File: src/rtl/imem_loader.sv
// imem_loader -- fills the 24-bit instruction memory from a host byte stream.
//
// Stream format: 16-bit word count N (MSB first), then N words of three bytes
// each, most significant byte first. Each assembled word is written to
// BASE_ADDR + index with a single-cycle mem_we pulse. The core is held in
// stall (cpu_hold=1) until the full image has been written.
//
// Optional feature: define IMEM_LOADER_CHECKSUM_EN to require a trailing
// checksum byte equal to the XOR of every accepted byte, including the two
// length bytes. A mismatch ends in the error state with cpu_hold left high.
//
// Ports:
//   clk         system clock, rising edge
//   reset       asynchronous, active-low reset
//   start       one-cycle pulse starting a load (honoured in IDLE/DONE/ERR)
//   byte_in     host data byte
//   byte_valid  byte_in holds a valid byte
//   byte_ready  loader accepts a byte this cycle
//   mem_addr    instruction memory write address
//   mem_wdata   instruction word to write
//   mem_we      write strobe, one cycle per word
//   cpu_hold    core stall request
//   done        image loaded successfully (level)
//   error       load aborted (level)

module imem_loader #(
    parameter int unsigned ADDR_W    = 16,
    parameter int unsigned BASE_ADDR = 0,
    parameter int unsigned DEPTH     = 256
) (
    input  logic              clk,
    input  logic              reset,
    input  logic              start,
    input  logic [7:0]        byte_in,
    input  logic              byte_valid,
    output logic              byte_ready,
    output logic [ADDR_W-1:0] mem_addr,
    output logic [23:0]       mem_wdata,
    output logic              mem_we,
    output logic              cpu_hold,
    output logic              done,
    output logic              error
);

`ifdef IMEM_LOADER_CHECKSUM_EN
    typedef enum logic [3:0] {
        IDLE, LEN_HI, LEN_LO, B2, B1, B0, WRITE, DONE, ERR, CHK
    } state_t;
`else
    typedef enum logic [3:0] {
        IDLE, LEN_HI, LEN_LO, B2, B1, B0, WRITE, DONE, ERR
    } state_t;
`endif

    state_t      state;
    state_t      state_nxt;
    logic [15:0] count;
    logic [15:0] index;
    logic [15:0] index_inc;
    logic [15:0] len;
    logic [23:0] wdata;
    logic        accept;
    logic        start_take;
`ifdef IMEM_LOADER_CHECKSUM_EN
    logic [7:0]  csum;
`endif

    // Full word count as seen while the low length byte is on the bus.
    assign len        = {count[15:8], byte_in};
    assign index_inc  = index + 16'd1;
    assign accept     = byte_valid && byte_ready;
    assign start_take = start && (state == IDLE || state == DONE || state == ERR);

    always_ff @(posedge clk or negedge reset) begin
        if (!reset) begin
            state <= IDLE;
            count <= '0;
            index <= '0;
            wdata <= '0;
`ifdef IMEM_LOADER_CHECKSUM_EN
            csum  <= '0;
`endif
        end else begin
            state <= state_nxt;
            if (start_take) begin
                index <= '0;
`ifdef IMEM_LOADER_CHECKSUM_EN
                csum  <= '0;
`endif
            end
`ifdef IMEM_LOADER_CHECKSUM_EN
            // start is never taken in a byte-accepting state, so no conflict
            // with the clear above.
            if (accept) begin
                csum <= csum ^ byte_in;
            end
`endif
            if (accept && state == LEN_HI) begin
                count[15:8] <= byte_in;
            end
            if (accept && state == LEN_LO) begin
                count[7:0] <= byte_in;
            end
            if (accept && (state == B2 || state == B1 || state == B0)) begin
                wdata <= {wdata[15:0], byte_in};
            end
            if (state == WRITE) begin
                index <= index_inc;
            end
        end
    end

    always_comb begin
        state_nxt  = state;
        byte_ready = 1'b0;
        mem_we     = 1'b0;
        case (state)
            IDLE, DONE, ERR: begin
                if (start) begin
                    state_nxt = LEN_HI;
                end
            end
            LEN_HI: begin
                byte_ready = 1'b1;
                if (byte_valid) begin
                    state_nxt = LEN_LO;
                end
            end
            LEN_LO: begin
                byte_ready = 1'b1;
                if (byte_valid) begin
                    if (len == 16'd0) begin
`ifdef IMEM_LOADER_CHECKSUM_EN
                        state_nxt = CHK;
`else
                        state_nxt = DONE;
`endif
                    end else if (32'(len) > DEPTH) begin
                        state_nxt = ERR;
                    end else begin
                        state_nxt = B2;
                    end
                end
            end
            B2: begin
                byte_ready = 1'b1;
                if (byte_valid) begin
                    state_nxt = B1;
                end
            end
            B1: begin
                byte_ready = 1'b1;
                if (byte_valid) begin
                    state_nxt = B0;
                end
            end
            B0: begin
                byte_ready = 1'b1;
                if (byte_valid) begin
                    state_nxt = WRITE;
                end
            end
            WRITE: begin
                mem_we = 1'b1;
                if (index_inc == count) begin
`ifdef IMEM_LOADER_CHECKSUM_EN
                    state_nxt = CHK;
`else
                    state_nxt = DONE;
`endif
                end else begin
                    state_nxt = B2;
                end
            end
`ifdef IMEM_LOADER_CHECKSUM_EN
            CHK: begin
                byte_ready = 1'b1;
                if (byte_valid) begin
                    // csum has not yet folded in this byte, so it is the
                    // XOR of everything before the checksum.
                    state_nxt = (byte_in == csum) ? DONE : ERR;
                end
            end
`endif
            default: begin
                state_nxt = IDLE;
            end
        endcase
    end

    assign mem_addr  = ADDR_W'(BASE_ADDR) + ADDR_W'(index);
    assign mem_wdata = wdata;
    assign cpu_hold  = (state != DONE);
    assign done      = (state == DONE);
    assign error     = (state == ERR);

endmodule

File: config.mk
export PLATFORM = sky130hd
export DESIGN_NAME = imem_loader
export DESIGN_NICKNAME = d
export VERILOG_FILES = /design/src/rtl/imem_loader.sv
export SDC_FILE = /design/constraint.sdc
export NUM_CORES = 1
export LEC_CHECK = 0
export ABC_CLOCK_PERIOD_IN_PS = 3800
export CORE_ASPECT_RATIO = 0.8
export CORE_UTILIZATION = 55
export DETAILED_ROUTE_END_ITERATION = 12
export PLACE_DENSITY = 0.85
export SKIP_LAST_GASP = 1
export SLEW_MARGIN = 40
export SYNTH_ARGS = -nofsm -noshare
export SYNTH_HDL_FRONTEND = slang
export SYNTH_SLANG_ARGS = --single-unit
export TNS_END_PERCENT = 10
File: constraint.sdc
create_clock -name clk -period 3.8 [get_ports clk]
set_input_delay 1.14 -clock clk [delete_from_list [all_inputs] [get_ports clk]]
set_output_delay 1.14 -clock clk [all_outputs]
set_load 0.02 [all_outputs]
==> out/metrics.yaml <==
die_area_mm2: 0.00600
cts_buffer_depth: 2
path_buf_inv: 2
first_pass_iters: 4
cts_sinks: 60
hpwl_um: 4850
n_antenna_cell: 0
arrival_ns: 2.04
endpoint_kind: "output pin"
final.fill_count: 403
grt.total_usage_pct: 25.3
required_ns: 2.66
cpPeakStageDelay_ns: 0.62
cts_setup_buffers: 0
avgSynthCellArea_um2: 10.9
hold_slack_ns: 0.507
drcViolationCount: 0
cts-root-buf: "clkbuf_8"
grt_pass1_wl_um: 11800
dp_cells: 412
power_density_mw_per_mm2: 770
async_reset_ff_share_pct: 100
power.total_uw: 3040
cap_violations: 0
drive_above_1_share_pct: 20.3
startpoint_type: "flip-flop"
worstPathMaxFanout: 15
syn-num-nets: 301
synth_edf_count: 0
finalCritPeriodShare_pct: 83.6
fin_cells: 428
ir_worst_vdd_mv: 0.568
wirelength_um: 6800
setup_tns_ns: 0
path_clk_slew_ns: 0.07
numPortBuffers: 56
drt_iter0_drc: 173
crit_family: "buffers and inverters"
ios: 57
die_y_um: 69.5
grt_start_max_net_pins: 39
insertion_delay_ns: 0.34
status: "completed"
slew_violations: 0
slew_headroom_pct: 58.4
antenna_found_initial: 0
synthCells: 288
coreArea_mm2: 0.00547
final-hold-violation-count: 0
wl_per_cell_um: 15.9
ys_seq_elements: 60
yosysUniqueCellTypes: 51
viasPerCell: 5.67
synth_area_mm2: 0.00313
skew_ns: 0.00700
layout.nets: 358
cts-resized-gates: 0
rows: 24
tightestPinTransition_ns: 0.621
fmax_mhz: 315
chipWidth_um: 86.4
finalSetupViolCount: 0
gp_congestion: 0.850
cts_made_buffers: 9
cts_tree: "built"
vias: 2427
areaGrowthSynthToFinish_pct: 26.1
crit_path_cell_trace: "nor2b_1 -> nand3_1 -> inv_1 -> clkdlybuf4s50_1"
gr-total-overflow: 0
start_util_pct: 57.3
hp-class: "reg -> reg"
synthFlopType: "dfrtp_1"
min_period_ns: 3.18
postCtsHoldBufs: 0
yosysWarnings: 0
rsz0062_at_grt: "no"
postRouteAntennaNets: 0
htreeDepth: 3
leakagePower_uw: 0.00162
ys_seq_area_share_pct: 47.9
critPathSlowestCell: "dfrtp_1"
grt_pass1_vias: 2407
path_class: "reg -> out"
-- report_power, final --
group	switching (uW)	internal [uW]	total [uW]	leakage [uW]
Sequential	243	887	1130	0.000751
Clock	257	319	576	0.0000983
Combinational	618	718	1340	0.000769
Total	1120	1920	3040	0.00162
-- cells in the mapped netlist (4+ instances only) --
master,count,share of area [%]
mux2_2,40,14
nor3_1,7,1.1
inv_1,4,0.48
xor2_1,6,1.7
xnor2_1,15,4.2
o31ai_1,7,1.7
or3_1,5,1.0
nand3_1,7,1.1
nor2_1,13,1.6
nor2b_1,4,0.80
buf_2,5,0.80
dfrtp_1,60,48
and3_1,4,0.80
nand2_1,20,2.4
clkbuf_1,7,0.84
a21oi_1,10,1.6
and2_1,4,0.80
o21ai_0,25,4.0
-- routing by layer --
metal / global-route usage [%] / wire (um) / part of all wire, %
met5: 0 / 0 / 0
met4: 9.07 / 112 / 1.6
met3: 6.31 / 327 / 4.8
met2: 39.9 / 3280 / 48
met1: 34.3 / 3070 / 45
-- path summary, 6_finish.rpt --
path                                                 from                         to  slack [ns]  depth (start not counted)
max in group asynchronous                           reset       index[6]$_DFFE_PN0P_        2.16                          2
min in group asynchronous                           reset   mem_wdata[3]$_DFFE_PN0P_        0.76                          1
worst max-delay path                 state[2]$_DFFE_PN0P_                       done        0.62                          4
worst max register to register       index[0]$_DFFE_PN0P_       state[2]$_DFFE_PN0P_        1.43                          7
worst min-delay path            mem_wdata[23]$_DFFE_PN0P_  mem_wdata[23]$_DFFE_PN0P_        0.51                          1
worst min register to register  mem_wdata[23]$_DFFE_PN0P_  mem_wdata[23]$_DFFE_PN0P_        0.51                          1
-- metrics by stage --
step / utilization (%) / setup WS, ns / area, um^2
finish: 72.3 / 0.624 / 3950
CTS: 72.3 / 0.617 / 3950
detailed placement: 68.6 / 0.734 / 3750
global placement: 68.6 / 0.786 / 3750
floorplan: - / 1.44 / 3130
global route: 72.3 / 0.461 / 3950
-- logic make-up after synthesis --
family                   count (synthesis)  synth area share, %
XOR/XNOR                                21                 5.87
buffers and inverters                   19                 2.76
AND/OR/NAND/NOR                         84                 15.5
adder cells (fa/ha/maj)                  1                0.399
multiplexers                            42                 15.0
AO/OA/AOI/OAI                           61                 12.5
flip-flops                              60                 47.9
-- cell type report --
| class | count | area [um^2] | area share (%) |
|---|---|---|---|
| Clock inverter | 6 | 63.8 | 1.62 |
| Inverter | 5 | 18.8 | 0.475 |
| Multi-Input combinational cell | 209 | 1540 | 39.1 |
| Timing Repair Buffer | 60 | 586 | 14.8 |
| Clock buffer | 10 | 138 | 3.49 |
| Sequential cell | 60 | 1500 | 38.0 |
| Tap cell | 78 | 97.6 | 2.47 |
-- sequential cells by signal (all words and copies together), names as in the netlist --
| register | count |
|---|---|
| count | 16 |
| index | 16 |
| mem_wdata | 24 |
| state | 4 |
-- layout by cell type (no fill, tap or decap), types with 3 or more instances in the layout --
cell type / synthesis / final
a21oi_1: 10 / 10
o21ai_0: 25 / 25
clkbuf_8: 0 / 10
clkdlybuf4s50_1: 0 / 55
nor4_1: 3 / 3
xor2_1: 6 / 6
a21o_1: 3 / 3
nand2_1: 20 / 20
mux2_2: 40 / 40
nor2_1: 13 / 13
or3_1: 5 / 5
nor2b_1: 4 / 4
nor3_1: 7 / 7
dfrtp_1: 60 / 60
o31ai_1: 7 / 7
xnor2_1: 15 / 15
and3_1: 4 / 4
buf_4: 0 / 4
inv_1: 4 / 4
nand3_1: 7 / 7
and2_1: 4 / 4
Power figures use the tool's default switching activity.
